[src/rtl/bh_adder_pkg.sv]
// Shared types for the digit-serial adder: FSM state encoding and digit-count helper.
// No logic, no latency, no flow control.
package bh_adder_pkg;

    typedef enum logic [1:0] {
        IDLE = 2'd0,
        RUN  = 2'd1,
        DONE = 2'd2
    } state_t;

    function automatic int digit_count(input int width, input int digit_w);
        return width / digit_w;
    endfunction

endpackage

[src/rtl/bh_digit_adder.sv]
// Combinational DIGIT_W-bit adder slice: digit sum, carry out, and carry into the top bit.
// Zero latency; no backpressure.
module bh_digit_adder #(
    parameter int DIGIT_W = 1
) (
    input  logic [DIGIT_W-1:0] a_dig_i,
    input  logic [DIGIT_W-1:0] b_dig_i,
    input  logic               c_i,
    output logic [DIGIT_W-1:0] sum_o,
    output logic               c_o,
    output logic               c_msb_o
);

    logic [DIGIT_W:0] full;

    assign full    = {1'b0, a_dig_i} + {1'b0, b_dig_i} + {{DIGIT_W{1'b0}}, c_i};
    assign sum_o   = full[DIGIT_W-1:0];
    assign c_o     = full[DIGIT_W];
    // Top sum bit is a^b^carry_in, so the carry into it falls out by XOR.
    assign c_msb_o = a_dig_i[DIGIT_W-1] ^ b_dig_i[DIGIT_W-1] ^ full[DIGIT_W-1];

endmodule

[src/rtl/bh_serial_adder.sv]
// Digit-serial add/subtract of two WIDTH-bit operands, DIGIT_W bits per clock, LSB digit first.
// Latency: start at edge k -> done in cycle k+N+1; start is ignored while busy (no queueing).
module bh_serial_adder
    import bh_adder_pkg::*;
#(
    parameter int WIDTH   = 8,
    parameter int DIGIT_W = 1
) (
    input  logic             clk,
    input  logic             rst_n,
    input  logic             start,
    input  logic [WIDTH-1:0] a,
    input  logic [WIDTH-1:0] b,
    input  logic             cin,
    input  logic             sub,
    output logic             busy,
    output logic             done,
    output logic [WIDTH-1:0] sum,
    output logic             cout,
    output logic             overflow
);

    localparam int N  = digit_count(WIDTH, DIGIT_W);
    localparam int CW = $clog2(N + 1);

    generate
        if (WIDTH % DIGIT_W != 0) begin : g_bad_digit_w
            $error("bh_serial_adder: WIDTH must be a multiple of DIGIT_W");
        end
    endgenerate

    state_t             state_q, state_d;
    logic [WIDTH-1:0]   a_q, a_d, b_q, b_d, sum_q, sum_d;
    logic [CW-1:0]      cnt_q, cnt_d;
    logic               c_q, c_d, cout_q, cout_d, ovf_q, ovf_d;
    logic               load;
    logic [DIGIT_W-1:0] dig_sum;
    logic               dig_c, dig_c_msb;

    bh_digit_adder #(.DIGIT_W(DIGIT_W)) u_digit (
        .a_dig_i (a_q[DIGIT_W-1:0]),
        .b_dig_i (b_q[DIGIT_W-1:0]),
        .c_i     (c_q),
        .sum_o   (dig_sum),
        .c_o     (dig_c),
        .c_msb_o (dig_c_msb)
    );

    assign load = start && (state_q == IDLE || state_q == DONE);

    always_comb begin
        state_d = state_q;
        a_d     = a_q;
        b_d     = b_q;
        c_d     = c_q;
        cnt_d   = cnt_q;
        sum_d   = sum_q;
        cout_d  = cout_q;
        ovf_d   = ovf_q;
        case (state_q)
            IDLE, DONE: begin
                if (load) begin
                    // Subtraction is a + ~b + ~cin: borrow-in becomes an inverted carry-in.
                    state_d = RUN;
                    a_d     = a;
                    b_d     = sub ? ~b : b;
                    c_d     = sub ? ~cin : cin;
                    cnt_d   = '0;
                end else begin
                    state_d = IDLE;
                end
            end
            RUN: begin
                a_d    = a_q >> DIGIT_W;
                b_d    = b_q >> DIGIT_W;
                c_d    = dig_c;
                sum_d  = WIDTH'({dig_sum, sum_q} >> DIGIT_W);
                cout_d = dig_c;
                ovf_d  = dig_c ^ dig_c_msb;
                cnt_d  = cnt_q + CW'(1);
                if (cnt_q == CW'(N - 1)) begin
                    state_d = DONE;
                end
            end
            default: state_d = IDLE;
        endcase
    end

    always_ff @(posedge clk or negedge rst_n) begin
        if (!rst_n) begin
            state_q <= IDLE;
            a_q     <= '0;
            b_q     <= '0;
            c_q     <= 1'b0;
            cnt_q   <= '0;
            sum_q   <= '0;
            cout_q  <= 1'b0;
            ovf_q   <= 1'b0;
        end else begin
            state_q <= state_d;
            a_q     <= a_d;
            b_q     <= b_d;
            c_q     <= c_d;
            cnt_q   <= cnt_d;
            sum_q   <= sum_d;
            cout_q  <= cout_d;
            ovf_q   <= ovf_d;
        end
    end

    assign busy     = (state_q == RUN);
    assign done     = (state_q == DONE);
    assign sum      = sum_q;
    assign cout     = cout_q;
    assign overflow = ovf_q;

endmodule
[config.mk]
export PLATFORM = sky130hd
export DESIGN_NAME = bh_serial_adder
export DESIGN_NICKNAME = d
export VERILOG_FILES = /design/src/rtl/bh_adder_pkg.sv /design/src/rtl/bh_digit_adder.sv /design/src/rtl/bh_serial_adder.sv
export SDC_FILE = /design/constraint.sdc
export NUM_CORES = 1
export LEC_CHECK = 0
export ABC_CLOCK_PERIOD_IN_PS = 2950
export CORE_MARGIN = 5
export CORE_UTILIZATION = 56
export CTS_BUF_LIST = sky130_fd_sc_hd__clkbuf_8
export CTS_CLUSTER_DIAMETER = 50
export CTS_CLUSTER_SIZE = 20
export DETAILED_ROUTE_END_ITERATION = 6
export GPL_ROUTABILITY_DRIVEN = 0
export PLACE_DENSITY = 0.87
export SLEW_MARGIN = 20
export SYNTH_ARGS = -nofsm -noshare
export SYNTH_HDL_FRONTEND = slang
export SYNTH_SLANG_ARGS = --single-unit
[constraint.sdc]
create_clock -name clk -period 2.95 [get_ports clk]
set_input_delay 0.295 -clock clk [delete_from_list [all_inputs] [get_ports clk]]
set_output_delay 0.295 -clock clk [all_outputs]
set_load 0.03 [all_outputs]
# [Word-level counts from Yosys, hierarchy flattened]
# Cells that the tools add are included.
[totals] out_inout_bits=12 regBits=33 elab_cells=40
[classes] bitwise=5 add_sub_neg=3 n_mux=13 eq_ne=5 reduce_logical=6
[op_table] op="$pmux 8 s2" n=2
[op_table] op="$mux 8" n=3
[op_table] op="$not 8->8" n=1
[op_table] op="$pmux 4 s2" n=1
[op_table] op="$add 4x1->4 const B" n=1
[op_table] op="$eq 4x3->1 const B" n=1
[op_table] op="$mux 4" n=1
[op_table] op="$pmux 2 s2" n=1
[op_table] op="$mux 1" n=3
[op_table] op="$xor 1x1->1" n=3
[op_table] op="$add 1x1->2" n=1
[op_table] op="$add 2x1->2" n=1
[op_table] op="$eq 2x1->1 const B" n=1
[op_table] op="$eq 2x2->1 const B" n=1
[op_table] op="$logic_not 2->1" n=1
[op_table] op="$mux 2" n=1
[op_table] op="$ne 2x1->1 const B" n=1
[op_table] op="$ne 2x2->1 const B" n=1
[op_table] op="$pmux 1 s2" n=1
[op_table] op="$reduce_and 2->1" n=1
[op_table] op="$reduce_bool 2->1" n=1
[op_table] op="$reduce_or 2->1" n=1
[op_table] op="$logic_and 1x1->1" n=1
[op_table] op="$logic_or 1x1->1" n=1
[op_table] op="$not 1->1" n=1

# [Depth between registers and ports, before layout]
[logic_depth] ltp_word=5 ltp_mapped=7 ltp_nobuf=4

# [Modules after synthesis]
# A second synthesis with hierarchy kept.
[unflattened] hier_cells=143 hier_area_um2=1511.4
[modules_own_cells] mod="bh_serial_adder" cells_per_inst=141 seq_area_each_um2=825.8 area_per_inst_um2=1467.7 instances=1
[modules_own_cells] mod="bh_digit_adder" cells_per_inst=2 seq_area_each_um2=0.0 area_per_inst_um2=43.8 instances=1

# [Worst setup path after synthesis]
# No wires, ideal clock.
[synth_timing] path_type="register -> register" startpoint="register c_q" endpoint="register ovf_q, in the netlist overflow" path_slack_ns=1.547 n_path_buf=0 path_stages_with_launch=5 arrival_ns=1.267 setup_time_ns=0.136 path_cell_list="dfrtp_1 -> fa_1 -> xnor2_1 -> xnor2_1 -> o21ai_0"
[synth_between] elab_chain_len=3
[synth_rtl] item="start: declaration" line_no="bh_serial_adder.sv:35" text="logic c_q, c_d, cout_q, cout_d, ovf_q, ovf_d;"
[synth_rtl] item="start signal: assignment" line_no="bh_serial_adder.sv:94" text="c_q <= 1'b0;"
[synth_rtl] item="start signal: assignment" line_no="bh_serial_adder.sv:103" text="c_q <= c_d;"
[synth_rtl] item="$add 2x1->2" line_no="bh_digit_adder.sv:16" text="assign full = {1'b0, a_dig_i} + {1'b0, b_dig_i} + {{DIGIT_W{1'b0}}, c_i};"
[synth_rtl] item="named net dig_sum" line_no="bh_serial_adder.sv:37" text="logic [DIGIT_W-1:0] dig_sum;"
[synth_rtl] item="$xor 1x1->1" line_no="bh_digit_adder.sv:20" text="assign c_msb_o = a_dig_i[DIGIT_W-1] ^ b_dig_i[DIGIT_W-1] ^ full[DIGIT_W-1];"
[synth_rtl] item="$xor 1x1->1" line_no="bh_serial_adder.sv:79" text="ovf_d = dig_c ^ dig_c_msb;"
[synth_rtl] item="end signal: assignment" line_no="bh_serial_adder.sv:107" text="ovf_q <= ovf_d;"
[synth_rtl] item="end: declaration" line_no="bh_serial_adder.sv:35"
# The timed path passes the listed nets, and every way through them passes these cells.
# A chain may end at the register's enable or synchronous reset.

# [Final worst setup path]
[layout_timing] startpoint="register state_q[1]" endpoint="output port busy"
[layout_between] elab_chain_len=1
[layout_rtl] item="start: declaration" line_no="bh_serial_adder.sv:32" text="state_t state_q, state_d;"
[layout_rtl] item="start signal: assignment" line_no="bh_serial_adder.sv:100" text="state_q <= state_d;"
[layout_rtl] item="$eq 2x1->1" line_no="bh_serial_adder.sv:111" text="assign busy = (state_q == RUN);"
[layout_rtl] item="end: declaration" line_no="bh_serial_adder.sv:16" text="output logic busy,"
# No other way between the ends.

==> results list <==
* Number of flops mapped to enable cells by yosys: 0
* Buffers plus inverters on the worst setup path: 2
- Parity-gate share of the synthesized area counting xor and xnor cells: 6.965%
* Later-pin clock latency in the skew report: 0.28 ns
* Die boundary height: 61.91 um
- For this run, the leading register cell type out of synthesis is dfrtp_1.
* Proportion of register bits with asynchronous set or reset after synthesis: 100.0%
* Cell at the root of the clock tree: clkbuf_8
- Data required time of the critical path: 2.65 ns
- After detailed routing, the number of remaining DRC violations is 0.
- Clock sink count: 33
* Clock Skews: 0.005531 ns
- Critical path startpoint category: register
- Summing the areas of all fa, ha and maj instances in the mapped netlist gives 2.156% of the synthesized area.
- For this configuration, the core starts out at a cell density of 59.82%.
- GRT Total Usage: 18.71%
- The critical path runs through a total of 3 cells.
- When the netlist entered floorplanning its net count stood at 168.
- Setup repair after global routing left no endpoint under its margin.
* Area fraction in and, or, nand and nor cells after synthesis: 17.41%
- # port buffers: 32
- For this design, the CTS-stage hold fixing added 0 buffers.
* Startpoint-to-endpoint class of the critical path: register to primary output
- STA puts the critical path data arrival time at 1.85 ns.
* Max-slew violation total from the final report: 0
- The synthesized netlist contains 24 unique library cells.
- The post-route netlist has 6.250% of its cells at a drive strength greater than 1.
* Commonest cells in the netlist: 38 x nand2_1, 33 x dfrtp_1, 11 x xnor2_1
- The routed design could run at a clock period as short as 2.143 ns.
- Across the VDD grid, the largest voltage drop is 1.065 mV.
* Number of antenna-violating nets in the routed design: 0
- Master of the slowest instance on the critical path: clkdlybuf4s50_1
- The floorplan step defined a die boundary enclosing 0.003833 sq mm.
- Post-DR vias/cell: 5.592
- After synthesis, the largest family of logic cells by area is simple AND/OR/NAND/NOR gates.
- Compound-gate portion of the synthesized area: 12.11%
* Number of storage elements in the synthesis netlist: 33
* Cell-by-cell listing of the critical path: nand2b_1 -> inv_4 -> clkdlybuf4s50_1
- Vias in the first global route: 1,135
- Final std cell area, no fill: 0.001924 sq mm
- Synthesis produced a netlist whose cell count is 145.
- Entering global routing, the biggest net connects 34 pins.
* Leakage power: 0.8899 nW
- The first detailed-routing pass ran for 4 iterations.
- The tool flagged a number of max-cap violations equal to 0.
- Buffers inserted during clock tree synthesis total 5.
- The final count of hold timing violations came to 0.
* Endpoints failing setup: 0
- The detailed router finished its first iteration with 40 violations.
- In this run the core area contains 18 standard-cell rows.
* Proportion of synthesized chip area in sequential cells: 54.73%
* Total number of yosys warnings: 0
- Half-perimeter wire length of the detailed placement result: 2125 um
- Critical path's largest stage delay: 0.73 ns
- Clock-pin slew was measured on the worst setup and hold paths at 0.07 ns.
- Yosys top cell by area: dfrtp_1
- For the pin with the worst max-slew slack, the measured transition is 0.6395 ns.
- Vias: 1,152
- Worst-path fanout max: 30
- At the end of the flow, the number of nets in the layout was 198.
- Broken down by cell family, the worst path's largest delay share belongs to buffers and inverters.
* Longest Clk Path Bufs: 2
- The top cell type by area accounts for 54.73% of the synthesized area.
- Sum Neg Setup Slack: 0 ns
- Buffers added to address setup during post-CTS repair amount to 0.
- Tracing the worst setup path back leads to its startpoint at state_q[1]$_DFFE_PN0P_.
- Inserted Diodes: 0
- Post-synthesis area per instance: 10.41 sq um
- Dividing the detail-routed wire length by the instance count gives 14.69 um.
* Share of cell area taken by muxes after synthesis: 1.327%
- TritonCTS built the clock tree.
* Peak Freq: 466.7 MHz
* Area added between synthesis and finish: 27.53%
* Kind of end point of the critical path: primary output
* Library cell with the highest instance count after synthesis: nand2_1
- The floorplan step defined a core boundary enclosing 0.002522 sq mm.
- After global routing the overflow that remains totals 0.
- Dividing total power by cell area gives a power density of 1151 mW/mm^2.
- The tightest min-delay check is of the input port to asynchronous set/reset pin type.
- The number of cells on the worst reg-to-reg path is 3.
- Pin placement for this block handled 33 I/O pins.
- Cell Area, Synth: 0.001509 sq mm
* Top cells by area, synth: dfrtp_1 55%, nand2_1 9.5%, xnor2_1 6.4%
* Number of antenna violations at the first check in global routing: 0
* CTS H-tree lvls: 2
- The first global-routing pass estimated 4981 um of wire.
* Headroom to the max-slew limit: 57.37%
* Final standard cell count with taps included and fillers excluded: 206
- The die is 61.91 um wide.
* Outcome: finished, final reports clean
- Critical R2R Launch: state_q[0]$_DFFE_PN0P_
- After detailed routing, the total wire length is 3027 um.
- After detailed placement, the total cell area comes to 0.001808 sq mm.
- Post-CTS repair changed the size of 0 cells.
* Instance count after placement with tap cells included: 198
* Post-route fraction of the period consumed by the critical path: 72.64%
per-stage QoR:
step	total power, mW	hold WS [ns]	setup slack (ns)	util, %
finish	2.215	0.4043	0.8071	76.29
global route	2.374	0.4393	0.7598	76.29
CTS	2.239	0.4132	0.8065	76.29
detailed placement	1.793	0.4660	1.119	71.68
global placement	1.730	0.4572	1.151	71.68
floorplan	1.536	-0.0005911	1.547	-
flip-flops by register name, indices dropped and copies added (netlist names):
name	cells
c_q	1
sum	8
a_q	8
overflow	1
cout	1
cnt_q	4
b_q	8
state_q	2
worst register-to-register path, cell delays in order, from the launching register on:
cell and delay, ns:
dfrtp_1 0.41, and2b_1 0.45, nor2_2 0.18, a221o_1 0.33
final cells by class:
class,count,area (sq um)
multi-input cells,100,603.1
inverters,1,6.256
flip-flops and latches,33,825.8
clock buffers,6,82.58
clock inverters,2,33.78
fillers,176,598.1
repair buffers,34,335.3
well taps,30,37.54
report_power, final:
part | switching [mW] | internal, mW
clock network | 0.160 | 0.272
registers | 0.142 | 0.659
logic | 0.550 | 0.433
metal layers:
metal | vias up | GRT usage, % | wire (um)
met1 | 553 | 21.87 | 1241
met5 | - | 0 | 0
li1 | 550 | - | -
met2 | 42 | 29.75 | 1480
met3 | 7 | 7.025 | 218
met4 | 0 | 10.30 | 85
layout by cell type (no fill, tap or decap), drive strengths merged, types with 2 or more instances in the layout:
cell type      netlist  final
nand3                8      8
clkbuf               2      6
nand2b               2      2
buf                  9      2
dfrtp               33     33
clkdlybuf4s50        0     32
o21ai                3      3
nand2               38     38
nor2                 9      9
mux2i                2      2
xnor2               11     11
a22o                 4      4
nor2b                2      2
a221o                8      8
a22oi                7      7
inv                  1      2
logic make-up after synthesis:
group | Yosys count
xor gates and xnor gates | 12
muxes | 2
DFF | 33
adders and majority gates | 2
and+or+nand+nor | 62
AOI/OAI and AO/OA | 22
buffers and inverters | 12
final timing paths:
kind / endpoint / slack, ns
max reg2reg: b_q[6]$_DFFE_PN0P_ / 1.46
max: busy / 0.81
max in group asynchronous: a_q[3]$_DFFE_PN0P_ / 2.25
min in group clk: sum[0]$_DFFE_PN0P_ / 0.47
min reg2reg: sum[0]$_DFFE_PN0P_ / 0.47
min: sum[4]$_DFFE_PN0P_ / 0.40
(Power assumes the default switching activity.)
